`src/rtl/pipeline_hazard_ctrl.sv`:
```
// Stall/flush sequencer for the 5-stage pipeline: load-use bubbles, taken-branch
// squashes and multi-cycle MDU holds, plus a saturating stall-cycle counter.
module pipeline_hazard_ctrl #(
  parameter int TIMEOUT = 40
) (
  input  logic        CLK,
  input  logic        RST,
  input  logic [4:0]  ID_RS1,
  input  logic [4:0]  ID_RS2,
  input  logic        ID_USES_RS1,
  input  logic        ID_USES_RS2,
  input  logic [4:0]  EX_RD,
  input  logic        EX_MEM_READ,
  input  logic        EX_IS_MDU,
  input  logic        EX_BRANCH_TAKEN,
  input  logic        MDU_DONE,
  output logic        PC_WRITE,
  output logic        IF_ID_WRITE,
  output logic        IF_ID_FLUSH,
  output logic        ID_EX_WRITE,
  output logic        ID_EX_FLUSH,
  output logic        EX_MEM_BUBBLE,
  output logic        MDU_START,
  output logic        MDU_TIMEOUT,
  output logic [31:0] STALL_CYCLES
);

  localparam int CW = $clog2(TIMEOUT + 1);

  typedef enum logic [1:0] {
    RUN      = 2'd0,
    MDU_BUSY = 2'd1,
    ERROR    = 2'd2
  } state_t;

  state_t        state_reg, state_next;
  logic [CW-1:0] cnt_reg, cnt_next;
  logic [31:0]   stall_reg;
  logic          load_use;

  assign load_use = EX_MEM_READ && (EX_RD != 5'd0) &&
                    ((ID_USES_RS1 && (ID_RS1 == EX_RD)) ||
                     (ID_USES_RS2 && (ID_RS2 == EX_RD)));

  always_ff @(posedge CLK or posedge RST) begin
    if (RST) begin
      state_reg <= RUN;
      cnt_reg   <= '0;
      stall_reg <= '0;
    end else begin
      state_reg <= state_next;
      cnt_reg   <= cnt_next;
      if (!PC_WRITE && (stall_reg != 32'hFFFF_FFFF))
        stall_reg <= stall_reg + 32'd1;
    end
  end

  always_comb begin
    state_next    = state_reg;
    cnt_next      = cnt_reg;
    PC_WRITE      = 1'b1;
    IF_ID_WRITE   = 1'b1;
    IF_ID_FLUSH   = 1'b0;
    ID_EX_WRITE   = 1'b1;
    ID_EX_FLUSH   = 1'b0;
    EX_MEM_BUBBLE = 1'b0;
    MDU_START     = 1'b0;
    MDU_TIMEOUT   = 1'b0;

    case (state_reg)
      RUN: begin
        if (EX_BRANCH_TAKEN) begin
          IF_ID_FLUSH = 1'b1;
          ID_EX_FLUSH = 1'b1;
        end else if (EX_IS_MDU) begin
          MDU_START     = 1'b1;
          PC_WRITE      = 1'b0;
          IF_ID_WRITE   = 1'b0;
          ID_EX_WRITE   = 1'b0;
          EX_MEM_BUBBLE = 1'b1;
          state_next    = MDU_BUSY;
          cnt_next      = '0;
        end else if (load_use) begin
          PC_WRITE    = 1'b0;
          IF_ID_WRITE = 1'b0;
          ID_EX_FLUSH = 1'b1;
        end
      end

      MDU_BUSY: begin
        // Done wins over the timeout check when both land on the same cycle.
        if (MDU_DONE) begin
          state_next = RUN;
        end else begin
          PC_WRITE      = 1'b0;
          IF_ID_WRITE   = 1'b0;
          ID_EX_WRITE   = 1'b0;
          EX_MEM_BUBBLE = 1'b1;
          cnt_next      = cnt_reg + CW'(1);
          if (cnt_reg == CW'(TIMEOUT - 1))
            state_next = ERROR;
        end
      end

      ERROR: begin
        PC_WRITE      = 1'b0;
        IF_ID_WRITE   = 1'b0;
        ID_EX_WRITE   = 1'b0;
        EX_MEM_BUBBLE = 1'b1;
        MDU_TIMEOUT   = 1'b1;
      end

      default: begin
        state_next = RUN;
      end
    endcase

    // While in reset the pipeline sees plain RUN defaults and no MDU start.
    if (RST) begin
      PC_WRITE      = 1'b1;
      IF_ID_WRITE   = 1'b1;
      IF_ID_FLUSH   = 1'b0;
      ID_EX_WRITE   = 1'b1;
      ID_EX_FLUSH   = 1'b0;
      EX_MEM_BUBBLE = 1'b0;
      MDU_START     = 1'b0;
      MDU_TIMEOUT   = 1'b0;
    end
  end

  assign STALL_CYCLES = stall_reg;

endmodule

```
`config.mk`:
```
export PLATFORM = sky130hd
export DESIGN_NAME = pipeline_hazard_ctrl
export DESIGN_NICKNAME = d
export VERILOG_FILES = /design/src/rtl/pipeline_hazard_ctrl.sv
export SDC_FILE = /design/constraint.sdc
export NUM_CORES = 1
export LEC_CHECK = 0
export BUFFER_PORTS_ARGS = -buffer_cell sky130_fd_sc_hd__buf_4
export CAP_MARGIN = 0
export CORE_ASPECT_RATIO = 0.9
export CORE_MARGIN = 2
export CORE_UTILIZATION = 34
export CTS_CLUSTER_SIZE = 20
export DETAILED_ROUTE_END_ITERATION = 8
export MAX_ROUTING_LAYER = met4
export PLACE_DENSITY_LB_ADDON = 0.15
export SLEW_MARGIN = 15
export SYNTH_ARGS = -nofsm -noshare
export SYNTH_HDL_FRONTEND = slang
export SYNTH_SLANG_ARGS = --single-unit
```
`constraint.sdc`:
```
create_clock -name CLK -period 2.22 [get_ports CLK]
set_clock_uncertainty 0.05 [all_clocks]
set_input_delay 0.222 -clock CLK [delete_from_list [all_inputs] [get_ports CLK]]
set_output_delay 0.222 -clock CLK [all_outputs]
set_load 0.1 [all_outputs]
```
== After elaboration in Yosys (flattened, before gate mapping) ==
Cells that the tools add are included.
Word-level totals
  ROM bits: 0
  register bits: 40
  word-level logic and storage cells: 64
  bits in latches: 0
  bits in writable memories: 0
  memories kept: 0
  output and inout bits: 40
Operators by class
  equal/unequal tests: 10
  reduce and logical (&&, ||, !) cells: 12
  bitwise logic cells: 1
  shifts and indexed selects: 0
  multiply operators: 0
  $add $sub $neg: 2
  order comparisons: 0
  divide/modulo/power cells: 0
  muxes and demuxes: 36
Operators by type and width (number)
  adder 32 x 1 -> 32 bit, second input constant: 1
  != test 32 bit, second input constant: 1
  two-way mux 1 bit: 24
  two-way mux 6 bit: 3
  case mux 6 bit (2 select lines): 1
  equality test 5 bit: 2
  case mux 1 bit (3 select lines): 3
  two-way mux 2 bit: 4
  AND reduction 4 bit: 2
  adder 6 x 1 -> 6 bit, second input constant: 1
  equality test 6 bit, second input constant: 1
  != test 2 bit, second input constant: 3
  case mux 2 bit (3 select lines): 1
  logical AND 1 bit: 5
  nonzero test 5 bit: 1
  != test 3 bit, second input constant: 1
  equality test 2 x 1 -> 1 bit, second input constant: 1
  equality test 2 bit, second input constant: 1
  zero test 2 bit: 1
  nonzero test 2 bit: 1
  zero test 1 bit: 1
  logical OR 1 bit: 1
  inverter 1 bit: 1

== Logic depth before layout (Yosys ltp) ==
  depth after elaboration: 11
  depth in mapped cells: 8
  gate-level depth less buffers: 6

== Worst setup path after synthesis ==
OpenSTA, ideal clock, no wires.
  kind: input -> output
  start point: input port EX_RD[1]
  end point: output port ID_EX_FLUSH
  cell stages on the path: 5
  path slack: -1.584 ns
  path buffers: 0
  required time: 1.948 ns
  arrival time: 3.532 ns
  cells stage by stage: xnor2_1 -> nand4_1 -> o22ai_1 -> a21oi_1 -> nor4_1
Between the ends
  word-level cells in the longest chain between the ends: 9
RTL lines
  from (decl): RTL line 12  | input logic [4:0] EX_RD,
  equality test 5 bit, on equally long branches: RTL line 42, 43
  logical AND 1 bit, on equally long branches: RTL line 42, 43
  logical OR 1 bit: RTL line 42  | ((ID_USES_RS1 && (ID_RS1 == EX_RD)) ||
  logical AND 1 bit *: RTL line 41  | assign load_use = EX_MEM_READ && (EX_RD != 5'd0) &&
  two-way mux 1 bit *: RTL line 83  | end else if (load_use) begin
  two-way mux 1 bit *: RTL line 75  | end else if (EX_IS_MDU) begin
  two-way mux 1 bit *: RTL line 72  | if (EX_BRANCH_TAKEN) begin
  two-way mux 1 bit *: RTL line 70  | case (state_reg)
  two-way mux 1 bit *: RTL line 119  | if (RST) begin
  to (decl): RTL line 21  | output logic ID_EX_FLUSH,
Mark *: on every way between the ends. The rest lies on a longest branch, timed or not.

== Final worst setup path ==
  start point: register stall_reg[10], in the netlist STALL_CYCLES[10]
  end point: register stall_reg[1], in the netlist STALL_CYCLES[1]
Between the ends
  word-level cells in the longest chain between the ends: 2
RTL lines
  from (decl): RTL line 38  | logic [31:0] stall_reg;
  from (signal assigned): RTL line 54  | stall_reg <= stall_reg + 32'd1;
  != test 32 bit: RTL line 53  | if (!PC_WRITE && (stall_reg != 32'hFFFF_FFFF))
  logical AND 1 bit: RTL line 53
No other way between the ends.
A chain may end at the register's enable or synchronous reset.

==> summary.md <==
| Metric | Value |
|---|---|
| DR pass1 iterations | `4` |
| Worst-Skew Late Latency | `0.29 ns` |
| CTS Buf Count | `5` |
| Register area share after synthesis | `a little under half` |
| WS Path Type | `flip-flop to flip-flop` |
| Post-synth top flop | `dfrtp_1` |
| PortBufs | `between 60 and 70` |
| Commonest non-fill, non-tap cells in the layout | `buf_4 (92), xor2_1 (27), nand2_1 (22), dfrtp_4 (15), xnor2_1 (15)` |
| First-pass GRT wire length | `9.487 mm` |
| Largest net degree at the start of global routing | `41` |
| Syn avg cell area | `a little over 10 um^2` |
| Setup TNS | `0 ns` |
| Die ar. | `roughly 7000 um^2` |
| Initial core utilization | `between 30% and 40%` |
| Critical Path RT | `around 2.4 ns` |
| Critical path endpoint category | `flip-flop` |
| Routed Antenna Nets | `0` |
| GRT Total Usage | `between 10% and 20%` |
| Least-Margin Pin Slew | `0.5246 ns` |
| Fin util | `between 50 and 60%` |
| Final setup fails | `0` |
| Cells after Synth | `between 200 and 250` |
| Startpoint types | `flip-flop` |
| Mapped Nets | `240` |
| Status | `finished, final reports clean` |
| Final Net Count | `roughly 340` |
| Warnings from Yosys | `0` |
| Initial DRC Count | `between 50 and 60` |
| Chip height | `roughly 80 um` |
| Total congestion overflow | `0` |
| Maximum VDD drop | `0.3120 mV` |
| DRC viols | `0` |
| Total core area | `6148 um^2` |
| GPL Wtd Cong | `approximately 0.8` |
| Max-slew headroom | `about two thirds` |
| Final Hold Viols | `0` |
| Synth cell types | `37` |
| Fillers | `approximately 570` |
| H-tree Lvls | `2` |
| Seq cells post-synth | `40` |
| Asr flop ratio synth | `100.0%` |
| Design area | `about 3500 um^2` |
| CTS clk-pin slew, worst paths | `~0.080 ns` |
| Worst Path Arrival | `between 2 and 2.5 ns` |
| Clock tree root driver cell | `clkbuf_8` |
| DP HPWL | `4.217 mm` |
| Max Slew Vio Count | `0` |
| Rows | `27` |
| Layout cell share with drive strength beyond 1 | `between 50% and 60%` |
| MaxCap Viol Count | `0` |
| Vias in the first global route | `about 2000` |
| Drt via density | `between 4 and 5` |
| Ant. Diodes | `0` |
| Max reg flops | `32` |
| Io pins | `63` |
| Final Cycle Share | `~100%` |
| Post-Syn Area | `between 2000 and 2500 um^2` |
| Max Root-Sink Buffers | `2` |
| Die Wd | `between 80 and 90 um` |
| P&R area growth vs syn | `61.86%` |
| Wire length per cell | `13.53 um` |
| Area after DPL | `3302 um^2` |
| CTS tree | `done` |
| PD cells | `between 600 and 700 nW/um^2` |
| Antenna violations before repair | `0` |
| Vias | `1911` |
| Static Leak | `1.662 nW` |
| Drt total wl | `around 5.5 mm` |
| CTS Sinks | `40` |
| EDFF count, synth | `0` |
| Commonest non-fill, non-tap cell in the layout | `buf_4` |
| Max Fclk | `between 400 and 500 MHz` |
| Post-layout min period | `approximately 2.2 ns` |
| Min-Delay Path Class | `input port to asynchronous set/reset pin` |
| Unrepaired setup endpoints after global routing | `true` |
| Worst Path Max Fanout | `14` |
[final timing paths]
kind	startpoint	endpoint	slack (ns)	cells after the start
worst max-delay path	STALL_CYCLES[10]$_DFFE_PP0P_	STALL_CYCLES[1]$_DFFE_PP0P_	0.005	6
worst min-delay path	RST	state_reg[1]$_DFFE_PP0P_	0.09	3
worst max register to register	STALL_CYCLES[10]$_DFFE_PP0P_	STALL_CYCLES[1]$_DFFE_PP0P_	0.005	6
worst min register to register	STALL_CYCLES[18]$_DFFE_PP0P_	STALL_CYCLES[18]$_DFFE_PP0P_	0.43	1
max in group asynchronous	RST	STALL_CYCLES[3]$_DFFE_PP0P_	1.63	3
min in group CLK	MDU_DONE	cnt_reg[1]$_DFFE_PP0P_	0.18	4
[cells in the mapped netlist (3+ instances only)]
cell type,count,share of area (%)
nor3_1,16,3.7
xor2_1,27,11
nor4_1,11,3.2
buf_6,3,1.6
dfrtp_1,40,46
inv_1,9,1.6
xnor2_1,16,6.5
and4_1,3,1.2
nand4_1,8,2.3
nand3_1,12,2.8
nand2_1,23,4.0
o21ai_0,3,0.69
nor2_1,13,2.3
[per-layer routing]
metal,global-route usage [%],vias up,routed length (um)
met5,-,-,0
li1,-,953,-
met2,27.35,30,2619
met3,3.619,7,180
met1,24.31,921,2612
met4,4.545,0,53
[where the power goes]
part	internal, W	switching, W
sequential	0.000805	0.0000463
combinational	0.000266	0.000566
clock	0.000248	0.000250
total	0.00132	0.000862
[repair_timing]
item,4_1_cts,5_1_grt
buffers inserted,5,0
endpoints found under the setup margin,13,23
gates resized for setup,5,4
hold buffers,0,0
[final cells by class]
class / count / area (um^2) / share of cell area [%]
timing repair buffer: 100 / 824.5 / 23.56
inverter: 9 / 33.78 / 0.9653
multi-input combinational: 160 / 1368 / 39.08
clock inverter: 2 / 10.01 / 0.2860
tap: 87 / 108.9 / 3.110
clock buffer: 6 / 82.58 / 2.360
sequential: 40 / 1072 / 30.64
[critical path: stages, from the launching register on]
cell      delay [ns]
dfrtp_4         0.41
and4_4          0.25
nand4_4         0.12
or4_4           0.55
o211ai_4        0.22
buf_12          0.20
mux2_4          0.31
[stage by stage]
step           hold WS, ns  std cells  worst slack (ns)  total power, W
2_1_floorplan       0.3672        215           -0.4044        0.001430
3_3_place_gp        0.4047        391         -0.005710        0.001668
3_5_place_dp        0.4145        391          -0.02440        0.001672
4_1_cts            0.09938        404         -0.005869        0.002208
5_1_grt             0.1399        404          -0.07141        0.002302
6_report           0.08818        404          0.004580        0.002181
[cell families (layout without fill, tap and decap cells)]
group / Yosys count / after routing / synth area share [%]
AOI/OAI and AO/OA: 13 / 13 / 4.630
xor gates and xnor gates: 43 / 43 / 17.42
adders and majority gates: 2 / 2 / 1.157
buffers and inverters: 15 / 117 / 3.877
DFF: 40 / 40 / 46.30
muxes: 2 / 2 / 1.042
and+or+nand+nor: 100 / 100 / 25.58
Note: power is estimated with default switching activity, not from simulation.
